`src/rtl/legv8_pkg.sv`:
```
// Shared LEGv8 fetch-stage constants, state encoding and helpers.
package legv8_pkg;

  localparam int unsigned INSTR_W     = 32;
  localparam int unsigned OPCODE_W    = 11;
  localparam int unsigned OPCODE_MSB  = 31;
  localparam int unsigned OPCODE_LSB  = 21;
  localparam int unsigned INSTR_BYTES = 4;
  localparam int unsigned PC_W        = 64;

  // Fetch state encoding, kept as plain constants for legacy tool flows.
  typedef logic [0:0] fetch_state_t;
  localparam fetch_state_t FETCH = 1'b0;
  localparam fetch_state_t EXEC  = 1'b1;

  // Opcode field used by the control decoder.
  function automatic logic [OPCODE_W-1:0] get_opcode(input logic [INSTR_W-1:0] word);
    return word[OPCODE_MSB:OPCODE_LSB];
  endfunction

endpackage

```
`src/rtl/ifetch_pc_next.sv`:
```
// Next-PC adder: taken branch adds the word offset, otherwise step one instruction.
module ifetch_pc_next
  import legv8_pkg::*;
(
  input  logic [PC_W-1:0] pc,
  input  logic            br,
  input  logic            zero,
  input  logic [PC_W-1:0] br_offset,
  output logic [PC_W-1:0] pc_next
);

  // Modulo-2^64 arithmetic; the top two offset bits fall off when scaling to bytes.
  always_comb begin
    if (br && zero) begin
      pc_next = pc + (br_offset << 2);
    end else begin
      pc_next = pc + PC_W'(INSTR_BYTES);
    end
  end

endmodule

```
`src/rtl/instr_fetch.sv`:
```
// Two-state instruction fetch unit: FETCH issues a memory read at pc and latches the
// returned word, EXEC presents it until the downstream stage retires it.
// Optional feature: define IFETCH_RETIRE_CNT_EN to add the 32-bit retire_cnt output.
module instr_fetch
  import legv8_pkg::*;
#(
  parameter logic [63:0] RESET_PC = 64'h0
) (
  input  logic                clk,
  input  logic                rst_n,
  output logic                imem_req,
  output logic [PC_W-1:0]     imem_addr,
  input  logic                imem_ack,
  input  logic [INSTR_W-1:0]  imem_rdata,
  input  logic                stall,
  input  logic                br,
  input  logic                zero,
  input  logic [PC_W-1:0]     br_offset,
  output logic                instr_valid,
  output logic [INSTR_W-1:0]  instr,
  output logic [OPCODE_W-1:0] opcode,
  output logic [PC_W-1:0]     pc
`ifdef IFETCH_RETIRE_CNT_EN
  ,
  output logic [31:0]         retire_cnt
`endif
);

  fetch_state_t       state_q, state_d;
  logic [PC_W-1:0]    pc_q, pc_d;
  logic [INSTR_W-1:0] instr_q, instr_d;
  logic               req_q, req_d;
  logic [PC_W-1:0]    pc_next;
  logic               accept;
  logic               retire;

  ifetch_pc_next u_pc_next (
    .pc        (pc_q),
    .br        (br),
    .zero      (zero),
    .br_offset (br_offset),
    .pc_next   (pc_next)
  );

  // Ack only counts while a request is actually on the bus, so a stray ack in the
  // first cycle after reset (request not yet raised) or in EXEC is dropped.
  assign accept = (state_q == FETCH) && req_q && imem_ack;
  assign retire = (state_q == EXEC) && !stall;

  // Next-state, PC and instruction-latch logic.
  always_comb begin
    state_d = state_q;
    pc_d    = pc_q;
    instr_d = instr_q;
    if (state_q == FETCH) begin
      if (accept) begin
        instr_d = imem_rdata;
        state_d = EXEC;
      end
    end else begin
      if (retire) begin
        pc_d    = pc_next;
        state_d = FETCH;
      end
    end
    // Registered request: low during reset, rises on the first edge afterwards.
    req_d = (state_d == FETCH);
  end

  // Fetch-stage state registers.
  always_ff @(posedge clk or negedge rst_n) begin
    if (!rst_n) begin
      state_q <= FETCH;
      pc_q    <= RESET_PC;
      instr_q <= '0;
      req_q   <= 1'b0;
    end else begin
      state_q <= state_d;
      pc_q    <= pc_d;
      instr_q <= instr_d;
      req_q   <= req_d;
    end
  end

  assign imem_req    = req_q;
  assign imem_addr   = pc_q;
  assign instr_valid = (state_q == EXEC);
  assign instr       = instr_q;
  assign opcode      = get_opcode(instr_q);
  assign pc          = pc_q;

`ifdef IFETCH_RETIRE_CNT_EN
  logic [31:0] cnt_q, cnt_d;

  // Retired-instruction counter, wraps naturally at 2^32.
  always_comb begin
    cnt_d = cnt_q + (retire ? 32'd1 : 32'd0);
  end

  // Counter register.
  always_ff @(posedge clk or negedge rst_n) begin
    if (!rst_n) begin
      cnt_q <= '0;
    end else begin
      cnt_q <= cnt_d;
    end
  end

  assign retire_cnt = cnt_q;
`endif

endmodule

```
`config.mk`:
```
export PLATFORM = sky130hd
export DESIGN_NAME = instr_fetch
export DESIGN_NICKNAME = d
export VERILOG_FILES = /design/src/rtl/legv8_pkg.sv /design/src/rtl/ifetch_pc_next.sv /design/src/rtl/instr_fetch.sv
export SDC_FILE = /design/constraint.sdc
export NUM_CORES = 1
export LEC_CHECK = 0
export CAP_MARGIN = 20
export CORE_UTILIZATION = 48
export DETAILED_ROUTE_END_ITERATION = 8
export PLACE_DENSITY = 0.8
export SKIP_LAST_GASP = 1
export SYNTH_ARGS = -nofsm -noshare
export SYNTH_HDL_FRONTEND = slang
export SYNTH_HIERARCHICAL = 1
export SYNTH_SLANG_ARGS = --single-unit
```
`constraint.sdc`:
```
create_clock -name clk -period 5.25 [get_ports clk]
set_clock_uncertainty 0.15 [all_clocks]
set_input_delay 1.05 -clock clk [delete_from_list [all_inputs] [get_ports clk]]
set_output_delay 1.05 -clock clk [all_outputs]
set_load 0.1 [all_outputs]
```
==> results of run 1 <==
what timing repair did:
action,CTS,global route
setup buffers,0,0
gates resized for setup,0,2
endpoints found under the setup margin,0,12
cells in the mapped netlist, types with 19 or more instances:
library cell  number
dfrtp_1           98
buf_4             77
and3_1            68
a21oi_1           63
mux2_4            62
ha_1              61
nand2_1           48
a21o_1            43
xnor2_1           42
clkbuf_1          34
mux2_2            34
nor2_1            31
o21ai_0           24
o21bai_1          19
worst max-delay path, delay by kind of cell:
family / cells / cell delay [ns]
and+or+nand+nor: 3 / 0.51
buffers and inverters: 5 / 1.00
adders and majority gates: 2 / 0.56
muxes: 1 / 0.25
xor gates and xnor gates: 1 / 0.15
AOI/OAI and AO/OA: 7 / 1.59
cells by family (layout without fill, tap and decap cells):
| kind of cell | Yosys count | in the layout |
|---|---|---|
| simple gates | 213 | 213 |
| compound gates | 201 | 201 |
| buf+inv | 140 | 397 |
| flops | 98 | 98 |
| mux | 96 | 96 |
| fa+ha+maj | 62 | 62 |
| xor+xnor | 60 | 60 |
metal layers:
layer	vias up	track usage	wire, µm
li1	3574	-	-
met1	3597	0.3264	10010
met2	281	0.4410	11370
met3	19	0.03217	1253
met4	0	0.06492	289
met5	-	0	0
registers in the layout (all words and copies together) (netlist names):
name and cells:
instr_valid 1, imem_req 1, instr 32, imem_addr 64
worst max-delay path by stage:
stage	endpoint	slack (ns)	cells past startpoint	start
after CTS	imem_addr[60]$_DFFE_PN0P_	0.04	18	zero
after global routing	imem_addr[60]$_DFFE_PN0P_	0.12	19	br_offset[0]
after detailed placement	imem_addr[60]$_DFFE_PN0P_	-0.28	18	zero
final	imem_addr[60]$_DFFE_PN0P_	0.25	19	br_offset[0]
after global placement	imem_addr[60]$_DFFE_PN0P_	-0.31	18	zero
after floorplan	imem_addr[62]$_DFFE_PN0P_	0.51	16	br
placed cells by master (no fill, tap or decap), drive strengths merged, types with 9 or more instances in the layout:
master | Yosys | routed
clkdlybuf4s50 | 0 | 269
dfrtp | 98 | 98
mux2 | 96 | 96
buf | 86 | 94
and3 | 68 | 68
a21oi | 64 | 64
ha | 61 | 61
nand2 | 48 | 48
a21o | 43 | 43
xnor2 | 42 | 42
nor2 | 31 | 31
o21ai | 25 | 25
inv | 17 | 20
o21bai | 19 | 19
xor2 | 18 | 18
nand4 | 15 | 15
nand3 | 13 | 13
clkbuf | 37 | 9
nor3 | 9 | 9
stage by stage:
stage / setup WS [ns] / instance area, µm² / hold WS, ns / TNS, ns
floorplan: 0.5147 / 8549 / 0.6044 / 0
global placement: -0.3068 / 11350 / 0.3348 / -2.041
detailed placement: -0.2836 / 11350 / 0.3414 / -2.175
CTS: 0.04200 / 11660 / 0.3581 / 0
global route: 0.1234 / 11660 / 0.3718 / 0
finish: 0.2494 / 11660 / 0.3567 / 0
area by class of cell:
cell class / count / area (µm²)
multi-input cells: 632 / 5136
repair buffers: 364 / 3425
fillers: 1363 / 5692
inverters: 17 / 63.81
clock buffers: 9 / 225.2
well taps: 225 / 281.5
clock inverters: 7 / 81.33
flip-flops and latches: 98 / 2452
==> reports/metrics.cfg, run 1 <==
[cts]
clk_latency_ns=0.35
htree_levels=3
cts.sinks=98
numCtsBuffers=9
root_buffer=clkbuf_16
cts_hold_buf=0
clk_pin_slew_ns=0.08
cts.path.max_buffers=2
cts_tree=built

[cells_and_area]
final_core_util=0.6721
area_delta_synth_final_pct=36.44
fin_nets=1286
fin_cells=1352
drive_above_1_share=0.1952
n_antenna_cell=0

[synth]
yosysUniqueCellTypes=61
yosys.area.top_type=dfrtp_1
syn_avg_cell_area_um2=9.827
syn_area_um2=8549
ys_seq_area_frac=0.2868
synthAdderAreaFrac=0.09161
synth_top_family_by_area=compound AO/OA/AOI/OAI gates
synth_cells=870
synth_compound_area_frac=0.1597
async_flop_share=1.000
ys_ff_latch=98
synth_simple_gate_area_share=0.1343
netlist_top_cells_area=dfrtp_1 29%, mux2_4 11%, ha_1 8.9%
netlist.area_leader.share=0.2868
syn_nets=1034
yosysWarningCount=6
synth.area.mux_share=0.1537
synth_ff_type=dfrtp_1
synth_edf_count=0
synth_xor_area_frac=0.06147

[setup_path]
ff2ff_setup_slack_ns=1.03
ff2ff_path_depth=17
critPathKind=in2reg
crit_top_cell=buf_4
crit_fanout=3
cp_slowest_stage_delay_ns=0.50
cp-start-kind=primary input
cpMaxStageDelayCell=o41ai_1
crit_arrival_ns=5.09
endpoint_kind=flip-flop
regToRegEndpoint=imem_addr[60]$_DFFE_PN0P_
reg2reg_from=imem_addr[2]$_DFFE_PN0P_
crit_chain=clkdlybuf4s50_1 -> nand3b_1 -> ha_1 -> inv_1 -> fa_1 -> and2b_1 -> o211ai_1 -> a211o_1 -> a21bo_2 -> a21oi_1 -> buf_4 -> a31oi_1 -> o41ai_1 -> buf_4 -> nor3b_1 -> buf_4 -> a31oi_1 -> xnor2_1 -> mux2_4
critPathRequiredTime_ns=5.34

[sta]
grt_setup_unrepaired=false
slew_headroom=0.3045
tightest_slew_ns=1.040
fmax_mhz=200.0
post-route-min-period_ns=5.001
hold_violations=0
setup_viol=0
drv_slew=0
period_share=0.9525

[global_routing]
grt_antenna_before_repair=0
grt_max_degree=67
grt_pass1_wl_um=36680
grt.overflow.total=0
grt_pass1_vias=7180
track_usage=0.2521

[detailed_routing]
ant_nets=0
drtIter0Drc=429
drc=0
first_pass_iters=5
wl_per_cell_um=16.95
via_per_inst=5.526
num_vias=7471
wl_um=22920

[placed_design]
place_congestion=0.9241
dp_cells=1336
dp_hpwl_um=17640
port_buffers=272

[worst_hold_path]
min_delay_path_depth=1
hp-class=reg2reg
hold_start=instr[4]$_DFFE_PN0P_
min_to=instr[4]$_DFFE_PN0P_

[die]
num_rows=48
die_h_um=135.5
start_util=0.4926
die_x_um=135.5
io_pins=275
dieArea_um2=18350
coreArea_um2=17360

[job]
max_cap_violations=0

[status]
outcome=completed

Power of run 1 is not shown: default switching activity piles up to over one toggle a cycle in this logic, so the estimate is an artifact.
==> inputs of run 2 (changes only) <==
--- a/config.mk
+++ b/config.mk
@@ -10,6 +10,7 @@
 export DETAILED_ROUTE_END_ITERATION = 8
 export PLACE_DENSITY = 0.8
 export SKIP_LAST_GASP = 1
+export SLEW_MARGIN = 20
 export SYNTH_ARGS = -nofsm -noshare
 export SYNTH_HDL_FRONTEND = slang
 export SYNTH_HIERARCHICAL = 1
==> results of run 2 <==
Same layout as run 1: the final DEF is identical, and so are final timing and power.
Power of run 2 is left out for the same reason.
==> inputs of run 3 (changes only) <==
--- a/config.mk
+++ b/config.mk
@@ -6,6 +6,7 @@
 export NUM_CORES = 1
 export LEC_CHECK = 0
 export CAP_MARGIN = 20
+export CORE_MARGIN = 5
 export CORE_UTILIZATION = 48
 export DETAILED_ROUTE_END_ITERATION = 8
 export PLACE_DENSITY = 0.8
==> run 3 against run 2 <==
Cell count fell by 0.81%. Sequential share of layout area rose by 0.12 points. Register-to-register slack improved by 0.08 ns. Flip-flop and latch count did not move. Critical endpoint unchanged. Highest routed layer unchanged.
==> reports/metrics.cfg, run 3 (synthesized netlist as in run 1, its figures left out) <==
[sta]
tightest_slew_ns=1.022
setup_viol=0
slew_headroom=0.3162
post-route-min-period_ns=4.929
drv_slew=0
period_share=0.9388
tns_ns=0
hold_violations=0
grt_setup_unrepaired=false
whs_ns=0.3583
fmax_mhz=202.9

[setup_path]
critPathKind=in2reg
crit_fanout=3
cp_slowest_stage_delay_ns=0.44
crit_arrival_ns=5.02
cp-start-kind=primary input
crit_chain=clkdlybuf4s50_1 -> nand3b_1 -> ha_1 -> inv_1 -> fa_1 -> and2b_1 -> o211ai_1 -> a211o_1 -> a21bo_2 -> a21oi_1 -> buf_4 -> a31oi_1 -> o41ai_2 -> buf_4 -> nor3b_1 -> buf_4 -> a31oi_1 -> xnor2_1 -> mux2_4
endpoint_kind=flip-flop
cpMaxStageDelayCell=clkdlybuf4s50_1
crit_top_cell=buf_4
critPathRequiredTime_ns=5.34

[cts]
cts.path.max_buffers=2
cts_tree=built
numCtsBuffers=9
htree_levels=3
cts_post_setup_buffers_inserted=0
root_buffer=clkbuf_16
cts.sinks=98
clk_pin_slew_ns=0.08
cts_hold_buf=0
clk_latency_ns=0.35

[cells_and_area]
final_core_util=0.6659
drive_above_1_share=0.1874
final_common_cell=clkdlybuf4s50_1
largest_reg_flops=64
final_cell_mix=269 x clkdlybuf4s50_1, 98 x dfrtp_1, 79 x buf_4
fillers=1381
area_delta_synth_final_pct=35.66
fin_nets=1274

[global_routing]
grt_pass1_vias=7429
top_usage_layer=met2
met3_usage=0.03295
grtUsageMet2=0.3842
grt.overflow.total=0
grt_util_met1=0.3030
grt_max_degree=74
grt_pass1_wl_um=37890
grt_antenna_before_repair=1
track_usage=0.2256

[die]
dieArea_um2=20580
num_rows=48
io_pins=275
die_h_um=143.5
die_x_um=143.5
start_util=0.4909
coreArea_um2=17420

[worst_hold_path]
hp-class=reg2reg

[detailed_routing]
ant_nets=0
drtIter0Drc=454
via_per_inst=5.433
wl_um=23600
num_vias=7285
wl_per_cell_um=17.60
first_pass_iters=5
drc=0

[status]
outcome=completed

[placed_design]
place_congestion=0.9246
port_buffers=272
dp_hpwl_um=18690

[job]
max_cap_violations=0

[run 3: per-stage QoR]
stage               setup WS (ns)  instances  area, µm²
floorplan                  0.5147        870       8549
global placement          -0.3485       1323      11250
detailed placement        -0.3590       1323      11250
CTS                       0.02715       1339      11570
global route              0.07606       1341      11600
finish                     0.3215       1341      11600
[run 3: critical path, delay by kind of cell]
family                     cells  cell delay [ns]
AOI/OAI and AO/OA              7             1.50
xor gates and xnor gates       1             0.15
adders and majority gates      2             0.58
buffers and inverters          5             0.97
muxes                          1             0.25
and+or+nand+nor                3             0.51
[run 3: what timing repair did]
action	4_1_cts	5_1_grt
pin swaps	0	1
endpoints found under the setup margin	1	11
gates resized for setup	1	1
[run 3: worst paths after layout]
kind	start	to	slack, ns	cells past startpoint
min reg2reg	instr[6]$_DFFE_PN0P_	instr[6]$_DFFE_PN0P_	0.36	1
min	instr[6]$_DFFE_PN0P_	instr[6]$_DFFE_PN0P_	0.36	1
max	br_offset[0]	imem_addr[60]$_DFFE_PN0P_	0.32	19
min in group asynchronous	rst_n	imem_addr[34]$_DFFE_PN0P_	0.45	1
max in group asynchronous	rst_n	instr[18]$_DFFE_PN0P_	3.53	3
max reg2reg	imem_addr[2]$_DFFE_PN0P_	imem_addr[60]$_DFFE_PN0P_	1.11	17
[run 3: per-layer routing]
| metal | share of wire | vias up |
|---|---|---|
| met5 | 0 | - |
| met4 | 0.016 | 0 |
| met3 | 0.057 | 21 |
| met2 | 0.49 | 255 |
| met1 | 0.44 | 3448 |
| li1 | - | 3561 |
[run 3: area by class of cell]
class	instances	area, µm²	share of cell area
Antenna cell	1	2.502	0.0002158
Clock buffer	9	225.2	0.01942
Clock inverter	7	78.83	0.006796
Inverter	17	63.81	0.005502
Multi-Input combinational cell	632	5144	0.4435
Sequential cell	98	2452	0.2114
Tap cell	225	281.5	0.02427
Timing Repair Buffer	352	3351	0.2889
Power of run 3 is left out for the same reason.
